### src/rtl/ab_cond_pkg.sv
// Shared types and default parameters for the A/B input conditioner.
package ab_cond_pkg;

    localparam int SYNC_STAGES_DEF = 2;
    localparam int DB_CYCLES_DEF   = 4;

    // Per-channel debounce state. All four encodings are used, but the
    // FSM still recovers to ST_LO from anything unexpected.
    typedef enum logic [1:0] {
        ST_LO      = 2'd0,
        ST_WAIT_HI = 2'd1,
        ST_HI      = 2'd2,
        ST_WAIT_LO = 2'd3
    } db_state_t;

endpackage

### src/rtl/ab_input_conditioner_debounce_ch.sv
// One conditioned channel: synchroniser chain, debounce FSM with a
// stability counter, and registered level / edge-pulse outputs.
//
// Counter meaning: while in a WAIT state, cnt_q holds how many further
// consecutive confirming cycles have been seen after the one that entered
// the WAIT state. A change is accepted on the edge where that count
// reaches DB_CYCLES-1, i.e. on the DB_CYCLES-th consecutive synchronised
// sample of the new level. With DB_CYCLES == 1 the first sample suffices
// and the FSM skips the WAIT state entirely.
module debounce_ch
    import ab_cond_pkg::*;
#(
    parameter int SYNC_STAGES = SYNC_STAGES_DEF,
    parameter int DB_CYCLES   = DB_CYCLES_DEF
) (
    input  logic clk,
    input  logic rst_n,
    input  logic raw,
    output logic level,
    output logic rise,
    output logic fall
);

    localparam int CW = $clog2(DB_CYCLES + 1);
    localparam logic [CW-1:0] CNT_LAST = CW'(DB_CYCLES - 1);

    logic [SYNC_STAGES-1:0] sync_q, sync_d;
    logic                   sync;

    db_state_t              state_q, state_d;
    logic [CW-1:0]          cnt_q, cnt_d;
    logic [CW-1:0]          cnt_inc;
    logic                   level_q, level_d;
    logic                   rise_q, rise_d;
    logic                   fall_q, fall_d;

    // Shift the raw input into the synchroniser; only the last stage is used.
    always_comb begin
        sync_d = {sync_q[SYNC_STAGES-2:0], raw};
    end

    assign sync = sync_q[SYNC_STAGES-1];

    // Saturating increment: the counter never wraps past DB_CYCLES-1.
    assign cnt_inc = (cnt_q == CNT_LAST) ? cnt_q : cnt_q + CW'(1);

    // Next-state, counter, level and pulse logic; defaults hold state and
    // clear the pulses so each pulse lasts exactly one cycle.
    always_comb begin
        state_d = state_q;
        cnt_d   = cnt_q;
        level_d = level_q;
        rise_d  = 1'b0;
        fall_d  = 1'b0;
        case (state_q)
            ST_LO: begin
                if (sync) begin
                    cnt_d = '0;
                    if (DB_CYCLES == 1) begin
                        state_d = ST_HI;
                        level_d = 1'b1;
                        rise_d  = 1'b1;
                    end else begin
                        state_d = ST_WAIT_HI;
                    end
                end
            end
            ST_WAIT_HI: begin
                if (!sync) begin
                    state_d = ST_LO;
                    cnt_d   = '0;
                end else if (cnt_inc == CNT_LAST) begin
                    state_d = ST_HI;
                    cnt_d   = '0;
                    level_d = 1'b1;
                    rise_d  = 1'b1;
                end else begin
                    cnt_d = cnt_inc;
                end
            end
            ST_HI: begin
                if (!sync) begin
                    cnt_d = '0;
                    if (DB_CYCLES == 1) begin
                        state_d = ST_LO;
                        level_d = 1'b0;
                        fall_d  = 1'b1;
                    end else begin
                        state_d = ST_WAIT_LO;
                    end
                end
            end
            ST_WAIT_LO: begin
                if (sync) begin
                    state_d = ST_HI;
                    cnt_d   = '0;
                end else if (cnt_inc == CNT_LAST) begin
                    state_d = ST_LO;
                    cnt_d   = '0;
                    level_d = 1'b0;
                    fall_d  = 1'b1;
                end else begin
                    cnt_d = cnt_inc;
                end
            end
            default: begin
                state_d = ST_LO;
                cnt_d   = '0;
                level_d = 1'b0;
            end
        endcase
    end

    // State registers; async reset clears everything and parks in ST_LO.
    always_ff @(posedge clk or negedge rst_n) begin
        if (!rst_n) begin
            sync_q  <= '0;
            state_q <= ST_LO;
            cnt_q   <= '0;
            level_q <= 1'b0;
            rise_q  <= 1'b0;
            fall_q  <= 1'b0;
        end else begin
            sync_q  <= sync_d;
            state_q <= state_d;
            cnt_q   <= cnt_d;
            level_q <= level_d;
            rise_q  <= rise_d;
            fall_q  <= fall_d;
        end
    end

    assign level = level_q;
    assign rise  = rise_q;
    assign fall  = fall_q;

endmodule

### src/rtl/ab_input_conditioner.sv
// Conditions two independent bouncing inputs (a, b) for a downstream FSM.
// Pure structure: two identical channels sharing clock, reset and parameters.
module ab_input_conditioner
    import ab_cond_pkg::*;
#(
    parameter int SYNC_STAGES = SYNC_STAGES_DEF,
    parameter int DB_CYCLES   = DB_CYCLES_DEF
) (
    input  logic clk,
    input  logic rst_n,
    input  logic raw_a,
    input  logic raw_b,
    output logic a,
    output logic b,
    output logic a_rise,
    output logic b_rise,
    output logic a_fall,
    output logic b_fall
);

    debounce_ch #(
        .SYNC_STAGES (SYNC_STAGES),
        .DB_CYCLES   (DB_CYCLES)
    ) u_a (
        .clk   (clk),
        .rst_n (rst_n),
        .raw   (raw_a),
        .level (a),
        .rise  (a_rise),
        .fall  (a_fall)
    );

    debounce_ch #(
        .SYNC_STAGES (SYNC_STAGES),
        .DB_CYCLES   (DB_CYCLES)
    ) u_b (
        .clk   (clk),
        .rst_n (rst_n),
        .raw   (raw_b),
        .level (b),
        .rise  (b_rise),
        .fall  (b_fall)
    );

endmodule

### config.mk
export PLATFORM = sky130hd
export DESIGN_NAME = ab_input_conditioner
export DESIGN_NICKNAME = d
export VERILOG_FILES = /design/src/rtl/ab_cond_pkg.sv /design/src/rtl/ab_input_conditioner_debounce_ch.sv /design/src/rtl/ab_input_conditioner.sv
export SDC_FILE = /design/constraint.sdc
export NUM_CORES = 1
export LEC_CHECK = 0
export ABC_AREA = 1
export BUFFER_PORTS_ARGS = -buffer_cell sky130_fd_sc_hd__buf_2
export CORE_AREA = 10 10 53 55
export DETAILED_ROUTE_END_ITERATION = 7
export DIE_AREA = 0 0 63 65
export PLACE_DENSITY = 0.79
export SLEW_MARGIN = 40
export SYNTH_ARGS = -nofsm -noshare
export SYNTH_HDL_FRONTEND = slang
export SYNTH_SLANG_ARGS = --single-unit
### constraint.sdc
create_clock -name clk -period 1.36 [get_ports clk]
set_input_delay 0.136 -clock clk [delete_from_list [all_inputs] [get_ports clk]]
set_output_delay 0.136 -clock clk [all_outputs]
set_load 0.05 [all_outputs]
Yosys cells after proc, flatten, opt, wreduce, memory -nomap -nowiden --
Index checks and enable logic that the tools add are counted.
Word-level totals: input port bits 4, word-level logic and storage cells 98, output and inout bits 6, flip-flop bits (word level) 20
Cells by class: reduce and logical (&&, ||, !) cells 10, equality and inequality tests 26, multiplexer cells 48, add/sub/neg operators 2
Operator list (count):
- 2-to-1 mux 3 bit | 12
- 2-to-1 mux 2 bit | 12
- one-hot mux 3 bit (4 select lines) | 2
- 2-to-1 mux 1 bit | 18
- != test 2 x 1 -> 1 bit (second input constant) | 8
- one-hot mux 2 bit (4 select lines) | 2
- equality test 3 x 2 -> 1 bit (second input constant) | 4
- AND reduction 5 bit | 2
- equality test 2 bit (second input constant) | 4
- != test 2 bit (second input constant) | 4
- AND reduction 4 bit | 2
- adder 3 x 1 -> 3 bit (second input constant) | 2
- != test 3 x 1 -> 1 bit (second input constant) | 2
- != test 3 bit (second input constant) | 2
- equality test 2 x 1 -> 1 bit (second input constant) | 2
- logical NOT 2 bit | 2
- one-hot mux 1 bit (2 select lines) | 2
- AND reduction 2 bit | 2
- nonzero test 2 bit | 2

Depth between registers and ports, before layout --
Gate-level depths: netlist of run 1.
depth after elaboration 6, gate-level depth with buffers 8, gate-level depth less buffers 8

Modules after synthesis --
From an unflattened synthesis of run 1, not the netlist that was laid out.
Second synthesis, totals: cells, all modules 106, area total of the unflattened synthesis 942.2 µm²
By module, submodules not included:
- debounce_ch (u_a) | instances 1, area each 481.7 µm², sequential area each 250.2 µm², cells each 54
- debounce_ch (u_b) | instances 1, area each 460.4 µm², sequential area each 250.2 µm², cells each 52

Worst setup path after synthesis of run 1 --
Ideal clock, no wire load.
path type register -> register, start point reg u_b.cnt_q[0], end point reg u_b.level_q, in the netlist u_b.level, required time 1.241 ns, arrival time 1.140 ns, cell stages (with the launch flop) 8, slack 0.101 ns, path buffers 0, period minus slack after synthesis 1.259 ns, setup time 0.119 ns, cells stage by stage dfrtp_1 -> ha_1 -> nand2_1 -> nand2_1 -> nand2_1 -> nand3_2 -> nand2_1 -> nand2_1
Between the ends: word-level cells in the longest chain between the ends 5, elaborated cells on any way between the ends 7, those cells by class add/sub: 1; eq/ne: 4; mux: 1; reduce/logical: 1
RTL lines:
- start: declaration | line ab_input_conditioner_debounce_ch.sv:31 | logic [CW-1:0] cnt_q, cnt_d;
- start signal: assignment | line ab_input_conditioner_debounce_ch.sv:126 | cnt_q <= cnt_d;
- adder 3 x 1 -> 3 bit or equality test 3 x 2 -> 1 bit (tied branches) | line ab_input_conditioner_debounce_ch.sv:45 | assign cnt_inc = (cnt_q == CNT_LAST) ? cnt_q : cnt_q + CW'(1);
- 2-to-1 mux 3 bit * | line ab_input_conditioner_debounce_ch.sv:45
- equality test 3 x 2 -> 1 bit * | line ab_input_conditioner_debounce_ch.sv:72, ab_input_conditioner_debounce_ch.sv:97
- != test 2 x 1 -> 1 bit (no source line)
- AND reduction 5 bit (no source line) *
- end signal: assignment | line ab_input_conditioner_debounce_ch.sv:127 | level_q <= level_d;
- end: declaration | line ab_input_conditioner_debounce_ch.sv:33 | logic level_q, level_d;
Mark *: on every way between the ends. The rest lies on a longest branch, timed or not. A chain may end at the register's enable or synchronous reset.

==> results of run 1 <==
-- kinds of logic (layout without fill, tap and decap cells) --
logic type | Yosys count | in the layout | share of synthesized area
AO/OA/AOI/OAI | 6 | 6 | 0.0395
adder cells (fa/ha/maj) | 2 | 2 | 0.0263
buffers and inverters | 20 | 38 | 0.0789
flip-flops | 20 | 20 | 0.526
AND/OR/NAND/NOR | 63 | 63 | 0.329
-- registers in the layout, summed over array words and instances, names as in the netlist, named ones only --
signal,flops
u_a.state_q,1
u_b.rise,1
u_b.fall,1
u_b.sync_q,2
u_a.fall,1
u_b.cnt_q,3
u_a.sync_q,2
u_a.rise,1
u_a.cnt_q,3
u_a.level,1
u_b.level,1
u_b.state_q,1
-- final timing paths --
check	from	endpoint	slack (ps)	depth (start not counted)
setup / recovery	u_a.cnt_q[1]$_DFFE_PN0P_	flip-flop	90	8
hold / removal	rst_n	u_a.fall$_DFF_PN0_	290	2
setup reg to reg	u_a.cnt_q[1]$_DFFE_PN0P_	flip-flop	90	8
hold reg to reg	u_a.sync_q[0]$_DFF_PN0_	u_a.sync_q[1]$_DFF_PN0_	360	0
max in group asynchronous	rst_n	u_b.cnt_q[1]$_DFFE_PN0P_	740	2
min in group clk	u_a.sync_q[0]$_DFF_PN0_	u_a.sync_q[1]$_DFF_PN0_	360	0
-- critical path: stages, from the launching register on --
cell	delay, ps
dfrtp_1	430
ha_4	190
nand2_2	70
nand2_1	70
nand2_2	90
nor2_8	120
nand3_2	80
nand2_1	60
nand2_1	50
-- layout make-up --
class | count | area, um2
Clock buffer | 3 | 22.5
Clock inverter | 1 | 30.0
Fill cell | 158 | 701
Inverter | 20 | 75.1
Multi-Input combinational cell | 71 | 408
Sequential cell | 20 | 502
Tap cell | 27 | 33.8
Timing Repair Buffer | 14 | 90.1
-- layer usage --
metal / wire length, um / part of all wire / up-vias / track usage
li1: - / - / 382 / -
met1: 783 / 0.43 / 352 / 0.0813
met2: 970 / 0.53 / 8 / 0.179
met3: 40 / 0.022 / 4 / 0.0206
met4: 34 / 0.019 / 0 / 0.0503
met5: 0 / 0 / - / 0
-- cell usage in the layout, fill, tap and decap left out, types with 2 or more instances in the layout --
cell           instances
nor2_2                 3
a21oi_1                2
inv_2                  2
clkbuf_4               3
ha_4                   2
nand3_2                2
nand2_2                7
nand4_1                4
nor2_1                 5
buf_4                  2
nand3_1                9
dfrtp_1               19
dlygate4sd3_1          3
buf_2                  9
nand2_1               30
inv_1                 18
-- report_power, final --
part	switching, mW	internal [mW]
combinational	0.611	0.284
sequential	0.126	0.730
clock	0.183	0.298
total	0.919	1.31
-- stage by stage --
stage          utilization  total power [mW]
6_report             0.624              2.23
5_1_grt              0.624              2.37
4_1_cts              0.606              2.20
3_5_place_dp         0.557              1.71
3_3_place_gp         0.557              1.67
2_1_floorplan            -              1.50
-- repair_timing --
| item | 4_1_cts | 5_1_grt |
|---|---|---|
| setup buffers | 0 | 1 |
| hold buffers | 3 | 0 |
| gates resized for setup | 3 | 5 |
| hold endpoints to repair | 22 | 0 |
| endpoints found under the setup margin | 5 | 11 |
| pin swaps | 0 | 1 |
==> results.txt, run 1 <==
antenna viol nets, final - 0
Critical Path RT - 1560 ps
I/O pin cnt - 10
DR pass1 iterations - 4
CTS H-Tree Depth - 1
Setup Viol. Count Final - 0
routability cong. - 0.822
DR vias/cell - 4.78
Area after DPL - 0.00104 mm2
die height - 65 um
Setup CP Type - flip-flop to flip-flop
PwrDens - 1920 mW/mm2
maxcap violations - 0
# port buffers - 9
Setup Skew - 4.20 ps
placed insts - 148
actual slew at the worst max-slew pin - 441 ps
RSZ-0062 raised after global routing - false
clock-pin slew on the worst setup and hold paths - 110 ps
mean area per synthesized cell - 8.57 um2
final WL - 1.83 mm
Synth-to-Final Area Change - 22.1%
register bit total from synthesis - 20
pre-CTS WS - 10.5 ps
core area - 0.00186 mm2
cell area after layout - 0.00116 mm2
initial antenna violation count - 0
Setup TNS - 0 ps
DRC violations left - 0
ANT cells - 0
Cell variety after synth - 19
via count - 746
fraction of layout cells with a size suffix above 1 - 0.271
CTS max path bufs - 2
post-DP HPWL - 1.37 mm
Worst slew margin - 0.706
WP data arrival - 1470 ps
vias in the first global route - 745
Hold Vio Cnt, Final - 0
Lkg Pwr - 0.610 nW
Post-synth EDFFs - 0
syn_nets - 117
VDD IR max - 0.00116 V
clock tree from TritonCTS - yes
leading area contributor after synthesis - dfrtp_1
synth cell count leaders - nand2_1, dfrtp_1, inv_1, nand3_1, nor2_1
Peak Freq - 787 MHz
die area - 0.00410 mm2
CP endpoint kind - flip-flop
largest net degree at the start of global routing - 21
non-filler instance count after layout - 156
post-synthesis cell area - 951 um2
YS warnings - 0
status - complete, no violations
cts bufs inserted - 3
Final Critical Period - 1270 ps
most common cell in the netlist - nand2_1
total global-route track usage - 0.0899
Cells after Synth - 111
top cell type's share of synthesized area - 0.526
Post-synth ARST share - 1.00
Hold WC Path Type - primary input to asynchronous set/reset pin
Final period util - 0.934
Initial Util - 0.511
Nets - 136
worst-path fanout max - 5
drt first-iter violations - 25
GRT overflow - 0
crit path launch type - flip-flop
clk root buf - clkbuf_4
Final Slew Violations - 0
Synth area leaders - dfrtp_1, nand2_1, inv_1, nand3_1, nand2_2
final hold slack - 292 ps
DIE WIDTH - 63 um
CTS Sinks - 20
first-pass GRT wire length - 2.94 mm
Final WS setup - 89.4 ps
ys flop type - dfrtp_1
sequential cell area fraction in the yosys report - 0.526
FP Rows - 16
clk_lat worst skew - 300 ps
post-DR wirelength/cell - 11.7 um
Note: power is estimated with default switching activity, not from simulation.
==> inputs of run 2 (changes only) <==
--- a/config.mk
+++ b/config.mk
@@ -7,10 +7,10 @@
 export LEC_CHECK = 0
 export ABC_AREA = 1
 export BUFFER_PORTS_ARGS = -buffer_cell sky130_fd_sc_hd__buf_2
-export CORE_AREA = 10 10 53 55
+export CORE_AREA = 10 10 56 75
 export DETAILED_ROUTE_END_ITERATION = 7
-export DIE_AREA = 0 0 63 65
-export PLACE_DENSITY = 0.79
+export DIE_AREA = 0 0 66 85
+export PLACE_DENSITY = 0.56
 export SLEW_MARGIN = 40
 export SYNTH_ARGS = -nofsm -noshare
 export SYNTH_HDL_FRONTEND = slang
==> results.txt, run 2 (same netlist as run 1, synthesis figures left out) <==
CTS H-Tree Depth - 1 (unchanged)
Setup CP Type - flip-flop to flip-flop
non-filler instance count after layout - 165 (+5.8%)
Initial Util - 0.334 (-0.177)
Nets - 136 (unchanged)
DIE WIDTH - 66 um (+4.8%)
die height - 85 um (+31%)
Buf/Inv on CP - 0 (unchanged)
Worst R2R End - u_b.level$_DFFE_PN0P_
core area - 0.00285 mm2 (+53%)
vias in the first global route - 718 (-3.6%)
clock tree from TritonCTS - yes
clock-pin slew on the worst setup and hold paths - 70 ps (-40 ps)
most frequent CP cell - nand2_1
die area - 0.00561 mm2 (+37%)
final hold slack - 350 ps (+58.1 ps)
worst-path fanout max - 5 (unchanged)
status - complete, no violations
final WL - 1.82 mm (-0.33%)
Setup Viol. Count Final - 0 (unchanged)
# port buffers - 9 (unchanged)
sequence of cells on the critical path - ha_4 > nand3_1 > nand2_2 > nor2_4 > nand3_2 > nand2_1 > nand2_1
post-DR wirelength/cell - 11.0 um (-5.8%)
maxcap violations - 0 (unchanged)
Lkg Pwr - 0.604 nW (-0.83%)
CP delay by family, top - simple AND/OR/NAND/NOR gates
CTS Sinks - 20 (unchanged)
cell area after layout - 0.00116 mm2 (-0.22%)
Reg2Reg Depth - 7 (-1)
CTS max path bufs - 2 (unchanged)
Hold Vio Cnt, Final - 0 (unchanged)
FP Rows - 23 (+7)
Critical Path RT - 1510 ps (-50 ps)
DR pass1 iterations - 4 (unchanged)
RSZ-0062 raised after global routing - false
Design Power - 2.11 mW (-5.4%)
crit path launch type - flip-flop
fraction of layout cells with a size suffix above 1 - 0.250 (-0.0213)
DR vias/cell - 4.36 (-8.9%)
depth of the worst hold-timing path - 0
Final period util - 0.943 (+0.00895)
FF-to-FF Start - u_b.cnt_q[1]$_DFFE_PN0P_
slowest stage delay, CP - 430 ps (about the same)
actual slew at the worst max-slew pin - 455 ps (+14.5 ps)
Final WS setup - 77.3 ps (-12.2 ps)
R2R setup slack - 80 ps (about the same)
Hold WC Path Type - flip-flop to flip-flop
Final Slew Violations - 0 (unchanged)
Setup Skew - 2.98 ps (-1.22 ps)
I/O pin cnt - 10 (unchanged)
Final Critical Period - 1280 ps (+12.2 ps)
ANT cells - 0 (unchanged)
Synth-to-Final Area Change - 21.8%
hold path endpoint - u_b.sync_q[1]$_DFF_PN0_
VDD IR max - 0.000701 V (-39%)
fillers - 282 (+78%)
pre-CTS WS - -16.2 ps (-26.8 ps)
hold path start - u_b.sync_q[0]$_DFF_PN0_
PwrDens - 1820 mW/mm2 (-5.2%)
placed insts - 158 (+6.8%)
drt first-iter violations - 33 (+32%)
GRT overflow - 0 (unchanged)
Peak Freq - 780 MHz (-0.95%)
clk_lat worst skew - 250 ps (-50 ps)
cts bufs inserted - 3 (unchanged)
total global-route track usage - 0.0708 (-0.0190)
initial antenna violation count - 0 (unchanged)
largest net degree at the start of global routing - 21 (unchanged)
most frequent cells in the layout - nand2_1, dfrtp_1, inv_1
biggest regs - u_a.cnt_q: 3 flops, u_b.cnt_q: 3 flops
routability cong. - 0.799 (-2.8%)
WP data arrival - 1430 ps (-40 ps)
antenna viol nets, final - 0 (unchanged)
Layout Utilization - 0.407 (-0.217)
DRC violations left - 0 (unchanged)
CP endpoint kind - flip-flop
commonest non-fill, non-tap cell in the layout - nand2_1
Area after DPL - 0.00105 mm2 (+1.2%)
slowest CP cell - dfrtp_1
clk root buf - clkbuf_8
Worst slew margin - 0.696 (-0.00964)
first-pass GRT wire length - 3.10 mm (+5.4%)
post-DP HPWL - 1.36 mm (-1.3%)
via count - 719 (-3.6%)
Setup TNS - 0 ps (unchanged)
run 2: cell types whose count changed in the layout (fill, tap and decap cells not counted), sizes merged:
cell,delta
bufinv,-1
run 2: power breakdown:
part | internal (mW) | total (mW) | switching, mW
Sequential | 0.731 | 0.855 | 0.124
Clock | 0.197 | 0.380 | 0.183
Combinational | 0.280 | 0.877 | 0.596
Total | 1.21 | 2.11 | 0.903
run 2: area by class of cell:
type	count	area [um2]	area share
clock buffers	3	41.3	0.0356
inverters	20	75.1	0.0648
multi-input cells	71	405	0.350
flip-flops and latches	20	500	0.432
well taps	37	46.3	0.0400
repair buffers	14	90.1	0.0778
run 2: repair_timing:
item / 4_1_cts / 5_1_grt
setup endpoints to repair: 5 / 10
resized for setup: 2 / 4
hold buffers: 3 / 0
setup buffers: 0 / 1
endpoints found under the hold margin: 22 / 0
run 2: metal layers:
metal  global-route usage  part of all wire  vias up
met4               0.0478             0.023        0
met3               0.0197             0.016        4
met5                    0                 0        -
met2                0.123              0.57        4
met1               0.0706              0.39      329
li1                     -                 -      382
run 2: worst register-to-register path, cell delays in order (launching register included):
cell	delay [ps]
dfrtp_1	430
ha_4	200
nand3_1	120
nand2_2	100
nor2_4	140
nand3_2	90
nand2_1	60
nand2_1	40
run 2: how the worst max path moves through the flow:
| stage | from | to | slack [ps] | depth (start not counted) |
|---|---|---|---|---|
| finish | u_b.cnt_q[1]$_DFFE_PN0P_ | u_b.level$_DFFE_PN0P_ | 80 | 7 |
| global route | u_b.cnt_q[1]$_DFFE_PN0P_ | flip-flop | 2 | 7 |
| global placement | u_b.cnt_q[1]$_DFFE_PN0P_ | u_b.cnt_q[0]$_DFFE_PN0P_ | 50 | 7 |
| CTS | u_a.cnt_q[0]$_DFFE_PN0P_ | u_a.cnt_q[1]$_DFFE_PN0P_ | 2 | 8 |
| detailed placement | u_b.cnt_q[1]$_DFFE_PN0P_ | u_b.level$_DFFE_PN0P_ | -20 | 7 |
| floorplan | u_b.cnt_q[0]$_DFFE_PN0P_ | u_b.level$_DFFE_PN0P_ | 100 | 7 |
